**config.mk**
```make
export PLATFORM = sky130hd
export DESIGN_NAME = pixel_writer_flat
export DESIGN_NICKNAME = d
export VERILOG_FILES = /design/src/rtl/pixel_pkg.sv /design/src/rtl/pixel_writer_if.sv /design/src/rtl/pixel_fifo.sv /design/src/rtl/pixel_writer.sv /design/src/flat_wrapper.sv
export SDC_FILE = /design/constraint.sdc
export NUM_CORES = 1
export LEC_CHECK = 0
export ABC_AREA = 1
export BUFFER_PORTS_ARGS = -buffer_cell sky130_fd_sc_hd__buf_2
export CAP_MARGIN = 40
export CORE_ASPECT_RATIO = 1.4
export CORE_MARGIN = 5
export CORE_UTILIZATION = 60
export DETAILED_ROUTE_END_ITERATION = 8
export GPL_TIMING_DRIVEN = 0
export PLACE_DENSITY = 0.79
export REMOVE_ABC_BUFFERS = 1
export SYNTH_ARGS = -nofsm -noshare
export SYNTH_HDL_FRONTEND = slang
export SYNTH_HIERARCHICAL = 1
export SYNTH_SLANG_ARGS = --single-unit
```
**constraint.sdc**
```tcl
create_clock -name clk -period 4.5 [get_ports clk]
set_input_delay 0.9 -clock clk [delete_from_list [all_inputs] [get_ports clk]]
set_output_delay 0.9 -clock clk [all_outputs]
set_load 0.02 [all_outputs]
```
**src/rtl/pixel_pkg.sv**
```systemverilog
// rtl/pixel_pkg.sv - shared constants, FSM state encoding and pixel record for pixel_writer
// Contents: canvas size defaults, framebuffer address width, IDLE/WRITE/CLEAR codes, pixel_t.
package pixel_pkg;

    localparam int unsigned CANVAS_W_DEFAULT = 160;
    localparam int unsigned CANVAS_H_DEFAULT = 120;
    localparam int unsigned ADDR_W           = 15;

    localparam logic [1:0] ST_IDLE  = 2'd0;
    localparam logic [1:0] ST_WRITE = 2'd1;
    localparam logic [1:0] ST_CLEAR = 2'd2;

    typedef struct packed {
        logic [7:0] x;
        logic [7:0] y;
        logic [1:0] color;
    } pixel_t;

endpackage

```
**src/rtl/pixel_writer_if.sv**
```systemverilog
// rtl/pixel_writer_if.sv - framebuffer write bus between pixel_writer and the framebuffer
// Signals: fb_req (write request), fb_addr (word address), fb_wdata (colour), fb_ack (accept).
// Modports: master = pixel_writer side, slave = framebuffer side.
import pixel_pkg::*;

interface pixel_writer_if;
    logic              fb_req;
    logic [ADDR_W-1:0] fb_addr;
    logic [1:0]        fb_wdata;
    logic              fb_ack;

    modport master (output fb_req, output fb_addr, output fb_wdata, input fb_ack);
    modport slave  (input fb_req, input fb_addr, input fb_wdata, output fb_ack);
endinterface

```
**src/rtl/pixel_fifo.sv**
```systemverilog
// rtl/pixel_fifo.sv - synchronous pixel FIFO with simultaneous push/pop
// Ports: clk, rst_n (async active-low), push/wdata, pop/rdata (head, valid when !empty),
//        full, empty, count (entries held). A push while full succeeds only alongside a pop.
import pixel_pkg::*;

module pixel_fifo #(
    parameter int unsigned DEPTH = 4
) (
    input  logic                     clk,
    input  logic                     rst_n,
    input  logic                     push,
    input  pixel_t                   wdata,
    input  logic                     pop,
    output pixel_t                   rdata,
    output logic                     full,
    output logic                     empty,
    output logic [$clog2(DEPTH):0]   count
);

    localparam int unsigned PTR_W = $clog2(DEPTH);

    pixel_t           mem [DEPTH];
    logic [PTR_W-1:0] wr_ptr;
    logic [PTR_W-1:0] rd_ptr;
    logic             do_pop;
    logic             do_push;

    assign empty   = (count == '0);
    assign full    = (count == (PTR_W + 1)'(DEPTH));
    assign do_pop  = pop && !empty;
    // Pop frees the slot first, so a full FIFO can still take a pixel in the same cycle.
    assign do_push = push && (!full || do_pop);
    assign rdata   = mem[rd_ptr];

    always_ff @(posedge clk or negedge rst_n) begin
        if (!rst_n) begin
            wr_ptr <= '0;
            rd_ptr <= '0;
            count  <= '0;
        end else begin
            if (do_push) wr_ptr <= wr_ptr + 1'b1;
            if (do_pop)  rd_ptr <= rd_ptr + 1'b1;
            case ({do_push, do_pop})
                2'b10:   count <= count + 1'b1;
                2'b01:   count <= count - 1'b1;
                default: count <= count;
            endcase
        end
    end

    always_ff @(posedge clk) begin
        if (do_push) mem[wr_ptr] <= wdata;
    end

endmodule

```
**src/rtl/pixel_writer.sv**
```systemverilog
// rtl/pixel_writer.sv - buffers draw-engine pixels and writes them, or a full clear, to the framebuffer
// Ports: clk, rst_n (async active-low); pix_x/pix_y/pen_color/pix_valid pixel strobe;
//        clear_start clear request; fb (pixel_writer_if.master) framebuffer write bus;
//        busy, overflow (sticky drop flag), clear_done (one-cycle pulse).
// Build option: PIXEL_WRITER_CLIP_EN discards off-canvas pixels at the input.
import pixel_pkg::*;

module pixel_writer #(
    parameter int unsigned CANVAS_W   = CANVAS_W_DEFAULT,
    parameter int unsigned CANVAS_H   = CANVAS_H_DEFAULT,
    parameter int unsigned FIFO_DEPTH = 4
) (
    input  logic                 clk,
    input  logic                 rst_n,
    input  logic [7:0]           pix_x,
    input  logic [7:0]           pix_y,
    input  logic                 pix_valid,
    input  logic [1:0]           pen_color,
    input  logic                 clear_start,
    pixel_writer_if.master       fb,
    output logic                 busy,
    output logic                 overflow,
    output logic                 clear_done
);

    localparam int unsigned CNT_W = $clog2(FIFO_DEPTH) + 1;
    localparam logic [ADDR_W-1:0] LAST_ADDR = ADDR_W'(CANVAS_W * CANVAS_H - 1);
    localparam logic [CNT_W-1:0]  ONE_ENTRY = CNT_W'(1);

    logic [1:0]        state;
    logic [1:0]        state_nxt;
    logic              clear_pend;
    logic [ADDR_W-1:0] clr_addr;
    logic [ADDR_W-1:0] head_addr;
    pixel_t            head;
    pixel_t            in_pix;
    logic              fifo_full;
    logic              fifo_empty;
    logic [CNT_W-1:0]  fifo_count;
    logic              in_range;
    logic              push;
    logic              pop;
    logic              drop;
    logic              last_clear_ack;

`ifdef PIXEL_WRITER_CLIP_EN
    assign in_range = (32'(pix_x) < CANVAS_W) && (32'(pix_y) < CANVAS_H);
`else
    assign in_range = 1'b1;
`endif

    assign in_pix         = '{x: pix_x, y: pix_y, color: pen_color};
    assign pop            = (state == ST_WRITE) && fb.fb_ack;
    assign push           = pix_valid && in_range && (!fifo_full || pop);
    assign drop           = pix_valid && in_range && fifo_full && !pop;
    assign last_clear_ack = (state == ST_CLEAR) && fb.fb_ack && (clr_addr == LAST_ADDR);

    pixel_fifo #(.DEPTH(FIFO_DEPTH)) u_fifo (
        .clk   (clk),
        .rst_n (rst_n),
        .push  (push),
        .wdata (in_pix),
        .pop   (pop),
        .rdata (head),
        .full  (fifo_full),
        .empty (fifo_empty),
        .count (fifo_count)
    );

    // Full-width product, then truncated: off-canvas coordinates wrap into the address space.
    assign head_addr = ADDR_W'(32'(head.y) * CANVAS_W + 32'(head.x));

    // A same-cycle push is looked at so a pixel reaches fb_req the cycle after its strobe,
    // and so WRITE keeps going without an idle bubble when a new pixel replaces the last one.
    always_comb begin
        state_nxt = state;
        case (state)
            ST_IDLE: begin
                if (clear_pend && fifo_empty)   state_nxt = ST_CLEAR;
                else if (!fifo_empty || push)   state_nxt = ST_WRITE;
            end
            ST_WRITE: begin
                if (pop && (fifo_count == ONE_ENTRY) && !push) state_nxt = ST_IDLE;
            end
            ST_CLEAR: begin
                if (last_clear_ack) state_nxt = ST_IDLE;
            end
            default: state_nxt = ST_IDLE;
        endcase
    end

    always_ff @(posedge clk or negedge rst_n) begin
        if (!rst_n) begin
            state      <= ST_IDLE;
            clear_pend <= 1'b0;
            clr_addr   <= '0;
            overflow   <= 1'b0;
            clear_done <= 1'b0;
        end else begin
            state      <= state_nxt;
            clear_done <= last_clear_ack;
            if ((state == ST_CLEAR) && fb.fb_ack)
                clr_addr <= last_clear_ack ? '0 : clr_addr + 1'b1;
            // Requests arriving while pending or mid-clear merge into the running clear.
            if (last_clear_ack)   clear_pend <= 1'b0;
            else if (clear_start) clear_pend <= 1'b1;
            if (drop)                overflow <= 1'b1;
            else if (last_clear_ack) overflow <= 1'b0;
        end
    end

    always_comb begin
        fb.fb_req   = (state == ST_WRITE) || (state == ST_CLEAR);
        fb.fb_addr  = '0;
        fb.fb_wdata = 2'd0;
        case (state)
            ST_WRITE: begin
                fb.fb_addr  = head_addr;
                fb.fb_wdata = head.color;
            end
            ST_CLEAR: fb.fb_addr = clr_addr;
            default: ;
        endcase
    end

    assign busy = !fifo_empty || (state != ST_IDLE) || clear_pend;

endmodule

```
**src/flat_wrapper.sv**
```systemverilog
// flat-port wrapper written by rule: the top's interface ports become plain ports
module pixel_writer_flat 
#(
    parameter int unsigned CANVAS_W   = CANVAS_W_DEFAULT,
    parameter int unsigned CANVAS_H   = CANVAS_H_DEFAULT,
    parameter int unsigned FIFO_DEPTH = 4
)
  (clk, rst_n, pix_x, pix_y, pix_valid, pen_color, clear_start, busy, overflow, clear_done, fb_fb_req, fb_fb_addr, fb_fb_wdata, fb_fb_ack);
  pixel_writer_if fb_i ();
  input  logic clk;
  input  logic rst_n;
  input  logic [7:0] pix_x;
  input  logic [7:0] pix_y;
  input  logic pix_valid;
  input  logic [1:0] pen_color;
  input  logic clear_start;
  output logic busy;
  output logic overflow;
  output logic clear_done;
  output wire logic [$bits(fb_i.fb_req)-1:0] fb_fb_req;
  output wire logic [$bits(fb_i.fb_addr)-1:0] fb_fb_addr;
  output wire logic [$bits(fb_i.fb_wdata)-1:0] fb_fb_wdata;
  input wire logic [$bits(fb_i.fb_ack)-1:0] fb_fb_ack;
  assign fb_fb_req = fb_i.fb_req;
  assign fb_fb_addr = fb_i.fb_addr;
  assign fb_fb_wdata = fb_i.fb_wdata;
  assign fb_i.fb_ack = fb_fb_ack;
  pixel_writer #(.CANVAS_W(CANVAS_W), .CANVAS_H(CANVAS_H), .FIFO_DEPTH(FIFO_DEPTH)) u_core (.clk(clk), .rst_n(rst_n), .pix_x(pix_x), .pix_y(pix_y), .pix_valid(pix_valid), .pen_color(pen_color), .clear_start(clear_start), .fb(fb_i), .busy(busy), .overflow(overflow), .clear_done(clear_done));
endmodule
```
; Yosys cells after proc, flatten, opt, wreduce, memory -nomap -nowiden
; Memory sizes are Yosys's and may differ from the RTL's.
; Index checks and enable logic that the tools add are counted.
[totals]
reg_bits = 27
latchBits = 0
ram_bits = 72
mem_bits_ro = 0
inputBits = 23
output_inout_bits = 21
elab_cells = 69
mem_count = 1
[classes]
n_addsub = 6
n_mul = 1
div_mod_pow = 0
magnitude_cmp = 0
n_eq_ne = 10
n_shift = 0
muxes = 15
n_bitwise = 0
n_reduce_logical = 28
[memory_table]
columns = memory, words, word_bits, read_ports, rd_clocked_by_memory_dff, write_ports, line_no
row1 = u_core.u_fifo.mem, 4, 18, 1, 0, 1, pixel_fifo.sv:22  ; pixel_t mem [DEPTH];
[ops]
columns = operator, count
row1 = $pmux 15 s2, 1
row2 = $add 15x1->15 const B, 1
row3 = $add 15x8->15, 1
row4 = $eq 15x15->1 const B, 1
row5 = $mux 15, 1
row6 = $logic_and 1x1->1, 11
row7 = $mul 8x3->10 const B, 1
row8 = $mux 2, 5
row9 = $reduce_bool 2->1, 4
row10 = $logic_or 1x1->1, 6
row11 = $mux 1, 6
row12 = $pmux 2 s3, 1
row13 = $pmux 3 s2, 1
row14 = $add 2x1->2 const B, 2
row15 = $eq 2x1->1 const B, 2
row16 = $eq 2x2->1 const B, 2
row17 = $logic_not 1->1, 4
row18 = $add 3x1->3 const B, 1
row19 = $eq 3x1->1 const B, 1
row20 = $eq 3x3->1 const B, 1
row21 = $logic_not 3->1, 1
row22 = $ne 3x1->1 const B, 1
row23 = $reduce_and 3->1, 1
row24 = $sub 3x1->3 const B, 1
row25 = 3 further kinds, 3

; Logic depth before layout (Yosys ltp)
[depth]
ltp_word = 8
ltp_mapped = 19

; Cells and area by module
; Netlist, hierarchy kept.
[modules_own_cells]
columns = mod, instances, cells_each, area_each_um2, seq_area_each_um2
row1 = pixel_fifo, 1, 229, 3124.2, 2337.2
row2 = pixel_writer, 1, 280, 1926.8, 500.5

; Worst setup path before layout
; OpenSTA, ideal clock, no wires.
[synth_timing]
kind = register -> output
start = register u_core.u_fifo.rd_ptr[0]
end = output fb_fb_addr[13]
arrival_time_ps = 2993
required_time_ps = 3600
setup_slack_ps = 607
stages_incl_launch_ff = 17
path_cell_list = dfrtp_1 -> buf_4 -> inv_4 -> buf_4 -> nor2_1 -> o22ai_1 -> ha_1 -> ha_1 -> inv_1 -> fa_1 -> inv_1 -> nand3_1 -> nor2_1 -> nand2_1 -> o21bai_1 -> nand3_1 -> a21oi_1
[synth_rtl]
columns = item, line_no
row1 = start: declaration, pixel_fifo.sv:24  ; logic [PTR_W-1:0] rd_ptr;
row2 = start signal: assignment, pixel_fifo.sv:42  ; if (do_pop) rd_ptr <= rd_ptr + 1'b1;
row3 = end: declaration, flat_wrapper.sv:21  ; output wire logic [$bits(fb_i.fb_addr)-1:0] fb_fb_addr;

==> reports/metrics.cfg <==
[synthesis]
dominant_combinational_cell_family_by_area_after_synthesis = simple AND/OR/NAND/NOR gates
yosys_warnings = 6
synthesized_area_per_cell_um2 = 9.92
synth_seq_cells = 99
synth_area_leaders = sky130_fd_sc_hd__edfxtp_1 43%, sky130_fd_sc_hd__dfrtp_1 13%, sky130_fd_sc_hd__nand2_1 6.2%
post_synth_instance_area_um2 = 5050
fraction_of_synthesized_area_in_multiplexers = 0
synth_area_in_compound_gates = 0.111
yosysSeqAreaShare = 0.562
post_synth_fa_ha_maj_area_fraction = 0.0689
synth_simple_gate_area_frac = 0.186
postSynthCellCount = 509
synth-xor-area-share = 0.0121
synth_cell_types = 40
synth_top_cell_area_share = 0.428
synth_area_leader_cell = sky130_fd_sc_hd__edfxtp_1

[job]
cap_violations = 0

[routing]
wl_per_cell_um = 16.4
vias_per_cell = 5.75
detailedRoute.firstIterationViolations = 242
drt_pass1_iterations = 5
via_count = 3866
drtAntennaViolNets = 0
wirelength_um = 11000
drt_drc_violations_left = 0

[clocking]
cts_max_level = 3
clock-sinks = 99
clkSlewWorstSetupHoldPaths_ns = 0.07
tritoncts.num_buffers = 9
cts_buffer_depth = 2
clock_insertion_delay_worst_skew_ns = 0.35
ctsRootBufferMaster = sky130_fd_sc_hd__clkbuf_16
hold_buffers = 0
clock_tree_from_tritoncts = built

[floorplanning]
core-area_um2 = 8200
dieWidth_um = 87.5
ioPinCount = 44
fp.dieArea_um2 = 10400
std_cell_rows = 39
initial_core_util = 0.616
die_h_um = 119

[power]
clock_power_share = 0.161
power_per_cell_area_nw_per_um2 = 835
share_seq_of_total_power = 0.264
power.switching_fraction = 0.460
total_power_mw = 4.93
power_switching_mw = 2.27
p_comb_frac = 0.575
static-leakage-power_nw = 2.51
vdd.ir_drop.worst_uv = 567
internal_power_mw = 2.66

[layout]
stdcell_area_um2 = 5900
final_nets = 614
most_common_cell_after_layout_fill_and_taps_aside = sky130_fd_sc_hd__nand2_1
finalCoreUtilization = 0.720
area_delta_synth_final_pct = 16.8
insertedDiodeCount = 0
most-common-layout-cells = 83 x sky130_fd_sc_hd__nand2_1, 72 x sky130_fd_sc_hd__edfxtp_1, 55 x sky130_fd_sc_hd__inv_1
drive_gt1_frac = 0.198

[setup_path]
critPathCaptureType = output port
crit_path_max_fanout = 37
worstSetupStartpointType = flop
critical_path_class = reg2out
crit_arrival_ns = 3.39
worstPathRequired_ns = 3.60

[placed_design]
placed_area_um2 = 5410
port_buffers = 43
place.gp.congestion = 0.863
detailed_place_hpwl_um = 7170

[grt]
grt.met2_usage = 0.356
grt_pass1_wl_um = 17000
grt-ovfl-total = 0
grt_usage = 0.210
grt_start_max_net_pins = 38
grt_antenna_before_repair = 0
gr-usage-met3 = 0.0466
first_global_vias = 3685
global_route.peak_usage_layer = met2
met1_usage = 0.260

[sta]
period_needed_ns = 4.29
fmax_ghz = 0.233
finalSetupViolCount = 0
fin_crit_sh = 0.954
timing.slew.headroom = 0.468
tightestPinTransition_ns = 0.790
final-max-slew-violation-count = 0
finalHoldViolations = 0
worst_hold_margin_ns = 0.495
worst_clock_skew_ns = 0.00678

[hold_path]
min-delay-path-class = reg2reg

[run_status]
result_of_the_run = complete, no violations

[state kept, by name (all words and copies together), names as in the netlist]
signal                count
u_core/u_fifo/mem        72
u_core/clear_pend         1
u_core/state              2
u_core/u_fifo/rd_ptr      2
u_core/overflow           1
u_core/u_fifo/count       3
u_core/clear_done         1
u_core/clr_addr          15
u_core/u_fifo/wr_ptr      2
[final cells by class]
cell class | instances | area, um2
clock inverter | 6 | 72.6
timing repair buffer | 60 | 415
fill | 562 | 2300
clock buffer | 10 | 239
sequential | 99 | 2840
multi-input combinational | 337 | 1960
inverter | 58 | 248
tap | 102 | 128
[routing by layer]
metal  vias up  wire length [um]
met5         -                 0
met4         0               208
met3        18               606
met2       124              5740
met1      1864              4490
li1       1860                 -
[through the flow]
step | cells | TNS, ns | setup slack [ns]
after floorplan | 494 | 0 | 0.218
after global placement | 639 | -1.34 | -0.356
after detailed placement | 644 | -0.850 | -0.288
after CTS | 665 | 0 | 0.0348
after global routing | 672 | -0.0458 | -0.0262
final | 672 | 0 | 0.206
[cell families (layout without fill, tap and decap cells)]
group / after synthesis / in the layout
AOI/OAI and AO/OA: 102 / 102
xor gates and xnor gates: 7 / 7
adders and majority gates: 26 / 26
buffers and inverters: 73 / 134
DFF: 99 / 99
and+or+nand+nor: 202 / 202
[power groups by stage]
stage	Combinational, mW	Sequential, mW	Clock, mW
global route	3.23	1.32	0.830
CTS	2.65	1.32	0.799
finish	2.83	1.30	0.792
floorplan	1.89	1.33	0
global placement	2.39	1.36	0
detailed placement	2.57	1.34	0
[what timing repair did]
action / 4_1_cts / 5_1_grt
gates resized for setup: 7 / 16
pin swaps: 0 / 2
setup buffers: 5 / 6
endpoints found under the setup margin: 6 / 5
cloned: 0 / 1
endpoints found under the hold margin: 0 / 0
[synth_stat cells, drive strengths merged]
cell,n
nand4,7
fa,3
a32o,1
o22ai,18
inv,58
a21oi,26
and3,1
dfrtp,27
nor4,2
o21ai,52
edfxtp,72
clkbuf,4
o21bai,2
xor2,6
xnor2,1
buf,11
nor3b,2
nand2,93
o21a,1
nor2,59
ha,23
a21boi,2
nor3,7
nand3b,3
nand3,28
[critical path, stage by stage, from the launching register on]
cell	delay [ns]
sky130_fd_sc_hd__dfrtp_2	0.43
sky130_fd_sc_hd__buf_16	0.17
sky130_fd_sc_hd__clkinv_16	0.11
sky130_fd_sc_hd__o21ai_0	0.29
sky130_fd_sc_hd__o22ai_2	0.16
sky130_fd_sc_hd__ha_1	0.23
sky130_fd_sc_hd__ha_2	0.18
sky130_fd_sc_hd__inv_1	0.06
sky130_fd_sc_hd__fa_1	0.45
sky130_fd_sc_hd__inv_1	0.10
sky130_fd_sc_hd__nand3_1	0.13
sky130_fd_sc_hd__nor2_2	0.13
sky130_fd_sc_hd__nand2_1	0.08
sky130_fd_sc_hd__o21bai_1	0.13
sky130_fd_sc_hd__nand3_1	0.08
sky130_fd_sc_hd__a21oi_1	0.16
sky130_fd_sc_hd__buf_4	0.16
[path summary, 6_finish.rpt]
check / startpoint / endpoint / slack (ns) / cells after the start
max reg2reg: u_core/state[1] / u_core/u_fifo/mem[2][6] / 1.26 / 7
max: u_core/u_fifo/rd_ptr[0] / fb_fb_addr[13] / 0.21 / 16
min in group asynchronous: rst_n / u_core/clr_addr[5] / 0.56 / 1
min: u_core/overflow / u_core/overflow / 0.49 / 1
min reg2reg: u_core/overflow / u_core/overflow / 0.49 / 1
max in group asynchronous: rst_n / u_core/u_fifo/rd_ptr[1] / 3.48 / 1
No activity file was read; power rests on OpenSTA's default activity.
